**src/rtl/stopwatch_ctrl.sv**
```systemverilog
// stopwatch_ctrl: control sequencer for the MM:SS stopwatch.
// Synchronises and debounces the pause button and adjust/select switches,
// keeps the pause toggle, runs the mode FSM and issues single-cycle
// increment strobes plus a blinking digit blank mask.
module stopwatch_ctrl #(
  parameter int SYNC_STAGES = 2,
  parameter int DB_SAMPLES  = 4
) (
  input  logic       clk,
  input  logic       reset,
  input  logic       en_1hz,
  input  logic       en_2hz,
  input  logic       en_10hz,
  input  logic       en_400hz,
  input  logic       pause_btn,
  input  logic       adjust_sw,
  input  logic       select_sw,
  output logic [1:0] mode,
  output logic       paused,
  output logic       count_tick,
  output logic       adj_min_tick,
  output logic       adj_sec_tick,
  output logic [3:0] blank_mask
);

  typedef enum logic [1:0] {
    RUN     = 2'b00,
    PAUSED  = 2'b01,
    ADJ_MIN = 2'b10,
    ADJ_SEC = 2'b11
  } state_t;

  localparam logic [3:0] DB_LIMIT = 4'(DB_SAMPLES);

  state_t     state;
  state_t     state_next;
  logic [2:0] raw_in;
  logic [2:0] db_level;
  logic       pause_db;
  logic       adjust_db;
  logic       select_db;
  logic       pause_db_d;
  logic       blink_phase;
  logic       count_next;
  logic       adj_min_next;
  logic       adj_sec_next;

  // Bit 0 = pause, bit 1 = adjust, bit 2 = select; all share one conditioning path.
  assign raw_in    = {select_sw, adjust_sw, pause_btn};
  assign pause_db  = db_level[0];
  assign adjust_db = db_level[1];
  assign select_db = db_level[2];

  for (genvar g = 0; g < 3; g++) begin : g_cond
    logic [SYNC_STAGES-1:0] chain;
    logic [3:0]             cnt;
    logic                   level;
    logic                   sync_bit;

    assign sync_bit    = chain[SYNC_STAGES-1];
    assign db_level[g] = level;

    // Shift the raw asynchronous input through the synchroniser chain.
    always_ff @(posedge clk or posedge reset) begin
      if (reset) chain <= '0;
      else       chain <= {chain[SYNC_STAGES-2:0], raw_in[g]};
    end

    // Accept a new level only after DB_SAMPLES consecutive disagreeing strobed samples.
    always_ff @(posedge clk or posedge reset) begin
      if (reset) begin
        cnt   <= '0;
        level <= 1'b0;
      end else if (en_400hz) begin
        if (sync_bit == level) begin
          cnt <= '0;
        end else if (cnt + 4'd1 == DB_LIMIT) begin
          level <= ~level;
          cnt   <= '0;
        end else begin
          cnt <= cnt + 4'd1;
        end
      end
    end
  end

  // Toggle the pause flag on each debounced rising edge of the pause button.
  always_ff @(posedge clk or posedge reset) begin
    if (reset) begin
      pause_db_d <= 1'b0;
      paused     <= 1'b0;
    end else begin
      pause_db_d <= pause_db;
      if (pause_db && !pause_db_d) paused <= ~paused;
    end
  end

  // Mode state register.
  always_ff @(posedge clk or posedge reset) begin
    if (reset) state <= RUN;
    else       state <= state_next;
  end

  // Next mode straight from the pause flag and debounced switches; pause wins.
  always_comb begin
    state_next = RUN;
    if (paused)                     state_next = PAUSED;
    else if (adjust_db && !select_db) state_next = ADJ_MIN;
    else if (adjust_db && select_db)  state_next = ADJ_SEC;
  end

  // Tick decisions and blank mask from the current (pre-update) mode.
  always_comb begin
    count_next   = en_1hz & (state == RUN);
    adj_min_next = en_2hz & (state == ADJ_MIN);
    adj_sec_next = en_2hz & (state == ADJ_SEC);
    blank_mask   = 4'b0000;
    if (blink_phase && state == ADJ_MIN) blank_mask = 4'b1100;
    if (blink_phase && state == ADJ_SEC) blank_mask = 4'b0011;
  end

  // Register the tick strobes and advance the blink phase while adjusting.
  always_ff @(posedge clk or posedge reset) begin
    if (reset) begin
      count_tick   <= 1'b0;
      adj_min_tick <= 1'b0;
      adj_sec_tick <= 1'b0;
      blink_phase  <= 1'b0;
    end else begin
      count_tick   <= count_next;
      adj_min_tick <= adj_min_next;
      adj_sec_tick <= adj_sec_next;
      if (state == ADJ_MIN || state == ADJ_SEC) begin
        if (en_10hz) blink_phase <= ~blink_phase;
      end else begin
        blink_phase <= 1'b0;
      end
    end
  end

  assign mode = state;

endmodule

```
**config.mk**
```make
export PLATFORM = sky130hd
export DESIGN_NAME = stopwatch_ctrl
export DESIGN_NICKNAME = d
export VERILOG_FILES = /design/src/rtl/stopwatch_ctrl.sv
export SDC_FILE = /design/constraint.sdc
export NUM_CORES = 1
export LEC_CHECK = 0
export ABC_AREA = 1
export CAP_MARGIN = 20
export CORE_MARGIN = 4
export CORE_UTILIZATION = 30
export CTS_BUF_LIST = sky130_fd_sc_hd__clkbuf_4
export DETAILED_ROUTE_END_ITERATION = 8
export SYNTH_ARGS = -nofsm -noshare
export SYNTH_HDL_FRONTEND = slang
export SYNTH_SLANG_ARGS = --single-unit
```
**constraint.sdc**
```tcl
create_clock -name clk -period 1.11 [get_ports clk]
set_input_delay 0.333 -clock clk [delete_from_list [all_inputs] [get_ports clk]]
set_output_delay 0.333 -clock clk [all_outputs]
set_load 0.01 [all_outputs]
```
==> results.toml <==
[cts]
path_clk_slew_ns = 0.09
holdBufCountCts = 0
cts.path.max_buffers = 2
cts_root_buf = "clkbuf_4"
htree_levels = 2
insertion_delay_ns = 0.33
cts_tree = "built"
cts.sinks = 29
numCtsBuffers = 5

[detailed_routing]
wl_per_cell_um = 11.0
avgViaCountPerCell = 4.59
drc = 0
drtPass1Iterations = 4
drt_iter0_markers = 63
drt_wl_total_um = 2620
ant_nets = 0
vias = 1096

[worst_setup_path]
startpoint = "mode[1]$_DFF_PP0_"
critPathLaunchType = "flop"
worstPathArrival_ns = 1.11
crit_fanout = 3
r2r-start = "g_cond[2].cnt[1]$_DFFE_PP0P_"
critical_path_class = "flop to output port"
r2r_end = "g_cond[2].cnt[0]$_DFFE_PP0P_"
rr_worst_depth = 7
r2r_slack_ns = -0.04
cp-end-kind = "output port"
worstPathRequired_ns = 0.78
endpoint = "blank_mask[3]"

[logic_synthesis]
synthSimpleGateAreaFrac = 0.261
synth_top_family_by_area = "simple AND/OR/NAND/NOR gates"
synthXorXnorAreaFrac = 0.0271
synth_area_leaders = "dfrtp_1, nand2_1, inv_1, ha_1, nand3_1"
synth-compound-area-share = 0.0290
synthCells = 148
synth_area_um2 = 1290
ys_seq_elements = 29
yosys.area.top_type = "dfrtp_1"
async_flop_share = 1.00
synth_nets = 162
ys_warn_count = 0
yosys.area_share.adder = 0.0484
synth_area_per_cell_um2 = 8.74
ys_types = 17
ys_seq_area_frac = 0.561
yosysMostFrequentCell = "nand2_1"
synth.top_cell.area_share = 0.561
synth_mux_area_frac = 0
synth_edf_count = 0
ys_top_cells_by_count = "nand2_1, dfrtp_1, inv_1"
synth-main-ff-cell = "dfrtp_1"

[global_route]
grt_max_degree = 30
grt.total_usage = 0.111
first_global_vias = 1100
antenna_found_initial = 0
met1_usage = 0.123
use_met3 = 0.0492
grt_overflow = 0
top_usage_layer = "met2"
grt_pass1_wl_um = 4560
grtUsageMet2 = 0.184

[sta]
slew_headroom = 0.851
final.setup.worst_slack_ns = -0.331
rsz0062_at_grt = "true"
clock_skew_ns = 0.00421
max_freq_mhz = 694
worst_slew_pin_slew_ns = 0.223
maxSlewViolCount = 0
fin_crit_sh = 1.30
hold_viol = 0
finalSetupViolCount = 16
fin_crit_ns = 1.44

[place]
port_buffers = 18
dpl.hpwl_um = 1820
dpl_cell_area_um2 = 1680
place_congestion = 0.743
place_inst = 228

[power_and_ir_drop]
netSwitchingFraction = 0.341
power_switching_mw = 1.13
internal_power_mw = 2.18
p_comb_frac = 0.344
clock_power_share = 0.208
p_seq_frac = 0.448
p_leak_nw = 0.911
ir_worst_vdd_mv = 0.908
powerDensity_nw_per_um2 = 1820

[finish]
final_nets = 202
fin_util = 0.444
antenna_cells = 0
stdcell_area_um2 = 1810
layout.cells.non_filler = 239
drive_gt1_frac = 0.381
syn_to_final_growth_pct = 40.1

[floorplanning]
fp.dieH_um = 73.7
rows = 23
die-area_um2 = 5430
fp.dieW_um = 73.7
start_util = 0.317
io_pins = 19
core_um2 = 4090

[status]
violations = "setup timing"
status = "finished, violations left"

[run]
drv_cap = 0

[worst_hold_path]
min_path_type = "input pin to async pin"
layer usage:
metal  wire (um)  vias to the layer above
met4          49                        0
met2        1320                       19
met1        1100                      526
met5           0                        -
li1            -                      544
met3         152                        7
cell usage in the layout, fill, tap and decap left out, types with 4 or more instances in the layout:
cell type        synthesis  layout
nand2_2                  0      14
nand2_1                 49      34
clkdlybuf4s50_1          0       7
nand3_2                  0       4
nand4_1                  6       6
xor2_1                   4       4
nand3_1                  9       5
clkbuf_4                 0       8
dfrtp_1                 29      28
nor2_1                  12       8
buf_2                    1       8
inv_2                    0       6
buf_4                    2      16
nor2_4                   0       4
inv_1                   19      13
cells by family (layout without fill, tap and decap cells):
logic type               Yosys count  count (layout)
XOR/XNOR                           4               4
buffers and inverters             23              64
AO/OA/AOI/OAI                      6               6
AND/OR/NAND/NOR                   81              81
flip-flops                        29              29
adder cells (fa/ha/maj)            5               5
sequential cells by signal, indices dropped and copies added (netlist names), 2 cells and up:
register	count
g_cond.chain	6
g_cond.level	2
g_cond.cnt	12
mode	2
power by group through the flow:
stage / clock network [mW] / logic, mW / registers (mW)
floorplan: 0 / 0.436 / 1.53
global placement: 0 / 0.941 / 1.48
detailed placement: 0 / 0.974 / 1.49
CTS: 0.716 / 1.03 / 1.48
global route: 0.760 / 1.28 / 1.51
finish: 0.688 / 1.14 / 1.48
metrics by stage:
step / setup TNS [ns] / total power, mW / setup WS (ns) / hold slack (ns)
global route: -3.42 / 3.55 / -0.413 / 0.367
CTS: -2.22 / 3.22 / -0.357 / 0.325
global placement: -6.65 / 2.42 / -0.384 / 0.335
detailed placement: -7.22 / 2.47 / -0.411 / 0.337
floorplan: -0.253 / 1.97 / -0.0726 / 0.331
finish: -2.07 / 3.30 / -0.331 / 0.329
what timing repair did:
action                     CTS  global route
pin swaps                    8            16
setup endpoints to repair   19            20
buffers inserted             2             2
resized for setup           55            21
layout make-up:
class,instances,area [um2]
fillers,396,2270
flip-flops and latches,29,727
multi-input cells,96,596
repair buffers,36,293
inverters,20,75.1
well taps,50,62.6
clock buffers,8,60.1
worst min-delay path by stage:
stage | from | endpoint
finish | reset | g_cond[0].level$_DFFE_PP0P_
global route | reset | g_cond[0].level$_DFFE_PP0P_
CTS | reset | blink_phase$_DFFE_PP0P_
detailed placement | g_cond[2].chain[0]$_DFF_PP0_ | g_cond[2].chain[1]$_DFF_PP0_
global placement | g_cond[2].chain[0]$_DFF_PP0_ | g_cond[2].chain[1]$_DFF_PP0_
floorplan | g_cond[0].chain[0]$_DFF_PP0_ | g_cond[0].chain[1]$_DFF_PP0_
critical path, stage by stage, from the launching register on:
cell and delay (ns):
dfrtp_1 0.37, inv_2 0.07, nor3_4 0.18, buf_2 0.16
No activity file was read; power rests on OpenSTA's default activity.
